File: src/rtl/load_extend_unit.sv
// load_extend_unit: aligned word read over req/ack, then byte/halfword extraction with sign/zero extension
module load_extend_unit #(
    parameter int TIMEOUT = 16
) (
    input  logic        clk,
    input  logic        reset,
    input  logic        ld_start,
    input  logic [31:0] ld_addr,
    input  logic [2:0]  ld_op,
    output logic        ld_busy,
    output logic        ld_done,
    output logic [31:0] ld_data,
    output logic        ld_err,
    output logic [1:0]  ld_errcode,
    output logic        mem_req,
    output logic [31:0] mem_addr,
    input  logic [31:0] mem_rdata,
    input  logic        mem_ack
);
    localparam int CW = TIMEOUT > 1 ? $clog2(TIMEOUT + 1) : 1;

    typedef enum logic [1:0] {IDLE, REQ, DONE, ERR} state_t;

    state_t          state, state_n;
    logic [31:0]     addr_q;
    logic [2:0]      op_q;
    logic [1:0]      code_q, code_n;
    logic [CW-1:0]   cnt, cnt_n;
    logic            bad_op, misal;
    logic [7:0]      lane;
    logic [15:0]     half;
    logic [31:0]     ext;

    // next state: request checks in IDLE, ack or timeout in REQ, single-cycle DONE/ERR
    always_comb begin
        bad_op  = ld_op > 3'd4;
        misal   = (ld_op == 3'd0 && ld_addr[1:0] != 2'b00) || ((ld_op == 3'd3 || ld_op == 3'd4) && ld_addr[0]);
        cnt_n   = cnt + 1'b1;
        state_n = state;
        code_n  = code_q;
        case (state)
            IDLE: if (ld_start) begin
                state_n = (bad_op || misal) ? ERR : REQ;
                code_n  = bad_op ? 2'b10 : 2'b01;
            end
            REQ: if (mem_ack) state_n = DONE;
                 else if (TIMEOUT != 0 && cnt_n == CW'(TIMEOUT)) begin
                     state_n = ERR;
                     code_n  = 2'b11;
                 end
            default: state_n = IDLE;
        endcase
    end

    // little-endian lane selection and extension of the returned word
    always_comb begin
        lane = addr_q[1] ? (addr_q[0] ? mem_rdata[31:24] : mem_rdata[23:16])
                         : (addr_q[0] ? mem_rdata[15:8]  : mem_rdata[7:0]);
        half = addr_q[1] ? mem_rdata[31:16] : mem_rdata[15:0];
        ext  = op_q == 3'd1 ? {24'h0, lane} :
               op_q == 3'd2 ? {{24{lane[7]}}, lane} :
               op_q == 3'd3 ? {16'h0, half} :
               op_q == 3'd4 ? {{16{half[15]}}, half} : mem_rdata;
    end

    // state, request latch, timeout counter and result register
    always_ff @(posedge clk) begin
        if (!reset) begin
            state   <= IDLE;
            addr_q  <= '0;
            op_q    <= '0;
            code_q  <= '0;
            cnt     <= '0;
            ld_data <= '0;
        end else begin
            state  <= state_n;
            code_q <= code_n;
            cnt    <= state == REQ ? cnt_n : '0;
            if (state == IDLE && ld_start) begin
                addr_q <= ld_addr;
                op_q   <= ld_op;
            end
            if (state == REQ && mem_ack) ld_data <= ext;
        end
    end

    assign ld_busy    = state != IDLE;
    assign ld_done    = state == DONE || state == ERR;
    assign ld_err     = state == ERR;
    assign ld_errcode = state == ERR ? code_q : 2'b00;
    assign mem_req    = state == REQ;
    assign mem_addr   = {addr_q[31:2], 2'b00};
endmodule
File: config.mk
export PLATFORM = sky130hd
export DESIGN_NAME = load_extend_unit
export DESIGN_NICKNAME = d
export VERILOG_FILES = /design/src/rtl/load_extend_unit.sv
export SDC_FILE = /design/constraint.sdc
export NUM_CORES = 1
export LEC_CHECK = 0
export ABC_CLOCK_PERIOD_IN_PS = 1800
export CELL_PAD_IN_SITES_DETAIL_PLACEMENT = 1
export CELL_PAD_IN_SITES_GLOBAL_PLACEMENT = 2
export CORE_MARGIN = 2
export CORE_UTILIZATION = 25
export DETAILED_ROUTE_END_ITERATION = 10
export PLACE_DENSITY = 0.83
export SLEW_MARGIN = 30
export SYNTH_ARGS = -nofsm -noshare
export SYNTH_HDL_FRONTEND = slang
export SYNTH_SLANG_ARGS = --single-unit
export TNS_END_PERCENT = 20
File: constraint.sdc
create_clock -name clk -period 1.8 [get_ports clk]
set_input_delay 0.27 -clock clk [delete_from_list [all_inputs] [get_ports clk]]
set_output_delay 0.27 -clock clk [all_outputs]
set_load 0.05 [all_outputs]
==> qor.csv, run 1 <==
metric,value,unit
status,"finished, final reports clean",
clk_skew,0.005868,ns
Placed Instances,799,
max-slew violation count,0,
num rows,46,
Worst EP required,1.53,ns
CP arrival,1.48,ns
Peak Freq,570.8,MHz
Lkg Pwr,2.552,nW
crit end category,output pin,
"FFs w/ async S/R, synth",0,%
Post-synth top flop,dfxtp_1,
ranking of synthesized cells by area,"dfxtp_1, nand2_1, a21boi_0, buf_4, o21ai_0",
sequential fraction of the synthesis area,38.41,%
post-route ant nets,0,
"commonest cells after routing, fill and taps aside","nand2_1, clkdlybuf4s50_1, dfxtp_1",
die area,0.01687,mm^2
CP cell instances,clkdlybuf4s50_1,
Die Y,129.9,um
Syn Area/Cell,8.357,um^2
Yosys warning count,0,
Hold WC Path Type,in -> reg,
HPWL after DPL,10300,um
Num CTS Buffers,9,
max-cap violation count,0,
initial antenna violation count,0,
Yosys cell types,48,
CP Launch Type,flip-flop,
Slew headroom,55.47,%
average wire per standard cell,16.74,um
share of layout cells above drive strength 1,14.38,%
first-pass GRT wire length,21380,um
Vias,3824,
Worst Path Max Fanout,2,
Core Area,0.01566,mm^2
vias in the first global route,4117,
Pre-Repair DR Iteration Count,4,
Antenna diodes,0,
Synth area leader,dfxtp_1,
Non-Filler Instances,814,
pin count of the biggest net entering global routing,33,
drt total wl,13630,um
Yosys top cell area share,38.41,%
worst-margin pin slew,0.6680,ns
Final nets,667,
Setup CP Type,reg -> out,
die width,129.9,um
Final Hold Fails,0,
Synth Cell Area,0.003961,mm^2
num ports,141,
Synth Register Bits,76,
CTS H-tree lvls,3,
Initial Util,25.30,%
CTS clock-pin slew for the worst setup and hold paths,0.06,ns
CP max-delay cell,clkdlybuf4s50_1,
CTS tree,built,
"Clk Latency, worst-skew pair",0.34,ns
Root Driver,clkbuf_16,
Post-synth EDFFs,0,
RSZ-0062 raised after global routing,no,
Routability Congestion,0.8187,
vias per cell,4.698,
Clock Sinks,76,
gr ovfl total,0,
minimum clock period,1.752,ns
post-route DRC violation count,0,
Port Buf Inserts,138,
Synth Instances,474,
Final Util,37.34,%
area growth from synthesis to layout,47.57,%
WP buf/inv,1,
DR iter-0 viols,200,
setup violators final,0,
Tot GR Track Use,16.36,%
CTS Buffer Depth,2,
"commonest non-fill, non-tap cell in the layout",nand2_1,
"CP delay by family, top",buffers and inverters,
Max IR drop VDD,435.7,uV
crit-path max cell delay,0.81,ns
PwrDens,872.3,mW/mm^2
Tcrit/Tclk final,97.34,%
==> routing by layer <==
metal  vias to the layer above  share of wire [%]  GRT usage (%)  wire (um)
li1                       1832                  -              -          -
met1                      1831                 43          19.05       5796
met2                       141                 46          27.81       6296
met3                        20                9.2          5.781       1260
met4                         0                2.0          5.946        277
met5                         -                  0              0          0
==> timing repair <==
action,in CTS,in global routing
buffers inserted,0,0
endpoints found under the setup margin,8,28
hold buffers,0,0
resized for setup,8,21
cloned,0,0
==> cell families (layout without fill, tap and decap cells) <==
logic type               Yosys count  after routing  synth area share, %
XOR/XNOR                           5              5                1.106
AO/OA/AOI/OAI                    123            123                20.91
other                              1              2              0.09467
buffers and inverters             77            200                12.22
flip-flops                        76             76                38.41
adder cells (fa/ha/maj)            2              2               0.6316
multiplexers                      18             18                6.886
AND/OR/NAND/NOR                  172            172                19.74
==> registers in the layout, indices dropped and copies added, names as in the netlist <==
| name | count |
|---|---|
| addr_q | 32 |
| cnt | 5 |
| code_q | 2 |
| ld_data | 32 |
| op_q | 3 |
| state | 2 |
==> metrics by stage <==
stage                     hold WS, ns  instance area, um^2  TNS [ns]  worst slack, ns  power [mW]
after global placement         0.4374                 5473         0          0.02217       3.039
after floorplan                0.4149                 3968         0          0.08135       2.611
after CTS                      0.4135                 5794         0        0.0005346       5.174
final                          0.4260                 5846         0          0.04792       5.099
after detailed placement       0.4601                 5473   -0.6506          -0.1123       3.073
after global routing           0.4319                 5846         0         0.003627       5.330
==> worst paths after layout <==
check | start | endpoint | slack (ns) | depth (start not counted)
min | reset | state[0] | 0.43 | 3
min reg2reg | addr_q[29] | addr_q[29] | 0.46 | 2
max | addr_q[11] | mem_addr[11] | 0.05 | 1
max reg2reg | addr_q[0] | ld_data[8] | 0.16 | 3
==> cell usage after synthesis (2+ instances only) <==
master / number
dfxtp_1: 76
mux4_2: 5
o31ai_1: 8
ha_1: 2
and3b_2: 2
o21a_1: 2
nand3_1: 4
o21ai_0: 33
nand2b_1: 3
a21oi_1: 9
and3_1: 3
nor2b_1: 2
and2_1: 19
buf_6: 3
mux2i_1: 11
inv_1: 14
nor2_1: 17
clkbuf_1: 19
clkbuf_8: 3
nor3_1: 7
nand2_1: 109
buf_4: 32
buf_2: 5
o221ai_1: 8
a31oi_1: 16
o21ai_1: 2
xor2_1: 2
xnor2_1: 3
mux4_4: 2
a21boi_0: 35
==> power breakdown <==
part / internal (mW) / switching, mW
Sequential: 1.78 / 0.0701
Clock: 1.35 / 0.727
Combinational: 0.488 / 0.686
Total: 3.62 / 1.48
==> area by class of cell <==
type | instances | area [um^2]
Clock inverter | 4 | 98.84
Tap cell | 216 | 270.3
Clock buffer | 11 | 232.7
Multi-Input combinational cell | 322 | 1962
Sequential cell | 76 | 1523
Inverter | 14 | 52.55
Fill cell | 1848 | 9809
Timing Repair Buffer | 171 | 1707
Power figures use the tool's default switching activity.
==> run 2: changes to the inputs <==
--- a/config.mk
+++ b/config.mk
@@ -9,9 +9,10 @@
 export CELL_PAD_IN_SITES_DETAIL_PLACEMENT = 1
 export CELL_PAD_IN_SITES_GLOBAL_PLACEMENT = 2
 export CORE_MARGIN = 2
-export CORE_UTILIZATION = 25
+export CORE_UTILIZATION = 35
 export DETAILED_ROUTE_END_ITERATION = 10
-export PLACE_DENSITY = 0.83
+export DONT_BUFFER_PORTS = 1
+export PLACE_DENSITY_LB_ADDON = 0.1
 export SLEW_MARGIN = 30
 export SYNTH_ARGS = -nofsm -noshare
 export SYNTH_HDL_FRONTEND = slang
==> run 2 against run 1 <==
  * Total power down 12%
  * Setup slack better by 0.081 ns
  * First-iteration DRC count decreased by 27%
  * Cell area fell by 26%
  * Largest cell class unchanged
  * Register-to-register slack worse by 0.03 ns
  * Highest routed layer unchanged
  * Clock power decreased by 12%
==> qor.csv, run 2 (synthesis results as in run 1) <==
metric,value,unit
num rows,38,
"Clk Latency, worst-skew pair",0.34,ns
Final Util,39.78,%
crit-path max cell delay,0.50,ns
crit end category,flip-flop,
Sw Share,29.68,%
Pre-Repair DR Iteration Count,4,
CTS Buffer Depth,2,
Worst Path Max Fanout,8,
CP Launch Type,flip-flop,
Port Buf Inserts,0,
CTS H-tree lvls,3,
RSZ-0062 raised after global routing,no,
Num CTS Buffers,9,
Final Worst Setup Slack,0.1292,ns
Antenna diodes,0,
Setup CP Type,reg -> reg,
CP max-delay cell,dfxtp_1,
area growth from synthesis to layout,9.823,%
"commonest non-fill, non-tap cell in the layout",nand2_1,
HPWL after DPL,8151,um
status,"finished, final reports clean",
worst-margin pin slew,0.6362,ns
Lkg Pwr,1.641,nW
share of total power in combinational logic,12.8,%
pre-CTS WS,0.09636,ns
CTS clock-pin slew for the worst setup and hold paths,0.06,ns
Net Sw Power,1.328,mW
hold_buf cts,0,
clk_skew,0.008474,ns
DR iter-0 viols,147,
initial antenna violation count,0,
gr ovfl total,0,
PwrDens,1028,mW/mm^2
postcts setup bufs,0,
setup_tns,0,ns
Clock Sinks,76,
CP cell instances,buf_4 -> xnor2_1 -> nor2_1 -> nand4_1 -> o221ai_1,
Peak Freq,598.5,MHz
first-pass GRT wire length,17440,um
post-route ant nets,0,
Final nets,537,
Tot GR Track Use,18.88,%
Max IR drop VDD,579.9,uV
register area,0.001521,mm^2
post-route DRC violation count,0,
WP buf/inv,1,
Routability Congestion,0.7817,
Reg power frac,46.2,%
clock share of power,41.0,%
"CP delay by family, top",flip-flops,
Tcrit/Tclk final,92.82,%
Multi-input gate area,0.001964,mm^2
Hold WC Path Type,in -> reg,
die area,0.01218,mm^2
max-cap violation count,0,
# fillers,1307,
Final Hold Fails,0,
Slew headroom,57.58,%
Die Y,110.4,um
Core Area,0.01094,mm^2
pin count of the biggest net entering global routing,62,
Initial Util,36.22,%
internal power,3.146,mW
minimum clock period,1.671,ns
die width,110.4,um
"commonest cells after routing, fill and taps aside","nand2_1, dfxtp_1, buf_4",
Largest regs,"addr_q: 32 flops, ld_data: 32 flops, cnt: 5 flops",
Root Driver,clkbuf_16,
Vias,3207,
share of layout cells above drive strength 1,15.35,%
num ports,141,
drt total wl,11160,um
CP arrival,1.90,ns
setup violators final,0,
Worst EP required,2.03,ns
Non-Filler Instances,609,
average wire per standard cell,18.32,um
CTS tree,built,
Placed Instances,593,
vias in the first global route,3249,
vias per cell,5.266,
max-slew violation count,0,
run 2: cell count changes in the layout (fill, tap and decap cells not counted), sizes merged, moves of 2 or more:
cell and change:
dlygate4sd2 -8, bufinv -2, clkdlybuf4s50 -86, buf -16, dlymetal6s2s -20
run 2: final timing paths:
kind               startpoint    endpoint  slack, ns  depth (start not counted)
hold reg to reg        cnt[0]      cnt[0]       0.47                          1
setup reg to reg      op_q[0]  ld_data[5]       0.13                          5
hold / removal    ld_addr[31]  addr_q[31]       0.07                          2
setup / recovery      op_q[0]  ld_data[5]       0.13                          5
run 2: metrics by stage:
stage                     hold WS, ns  total power, mW  cell area (um^2)
after floorplan                0.4149            2.611              3968
after global placement         0.4058            2.671              4044
after detailed placement       0.4064            2.689              4044
after CTS                     0.05343            4.550              4348
after global routing          0.06237            4.688              4350
final                         0.07317            4.474              4350
run 2: metal layers:
layer	wire [um]	vias up	GRT usage, %
met4	160	0	6.964
met5	0	-	0
met3	1117	14	6.761
li1	-	1567	-
met1	4685	1533	22.60
met2	5196	93	31.11
run 2: cell type report:
class / count / share of cell area [%]
Timing Repair Buffer: 41 / 7.650
Tap cell: 140 / 4.026
Clock inverter: 4 / 1.093
Sequential cell: 76 / 34.97
Clock buffer: 12 / 5.896
Multi-Input combinational cell: 322 / 45.15
Inverter: 14 / 1.208
run 2: worst reg2reg max path, cell delays in order, from the launching register on:
cell and delay [ns]:
dfxtp_1 0.50, buf_4 0.21, xnor2_1 0.08, nor2_1 0.09, nand4_1 0.36, o221ai_1 0.33
run 2: power by group through the flow:
| stage | Sequential (mW) | Clock, mW | Combinational [mW] |
|---|---|---|---|
| 2_1_floorplan | 1.95 | 0 | 0.660 |
| 6_report | 2.07 | 1.83 | 0.575 |
| 3_5_place_dp | 2.11 | 0 | 0.582 |
| 5_1_grt | 2.08 | 1.96 | 0.646 |
| 4_1_cts | 2.07 | 1.90 | 0.585 |
| 3_3_place_gp | 2.10 | 0 | 0.569 |
run 2: repair_timing:
action | in CTS | in global routing
endpoints found under the setup margin | 0 | 2
hold endpoints to repair | 0 | 0
resized for setup | 0 | 1
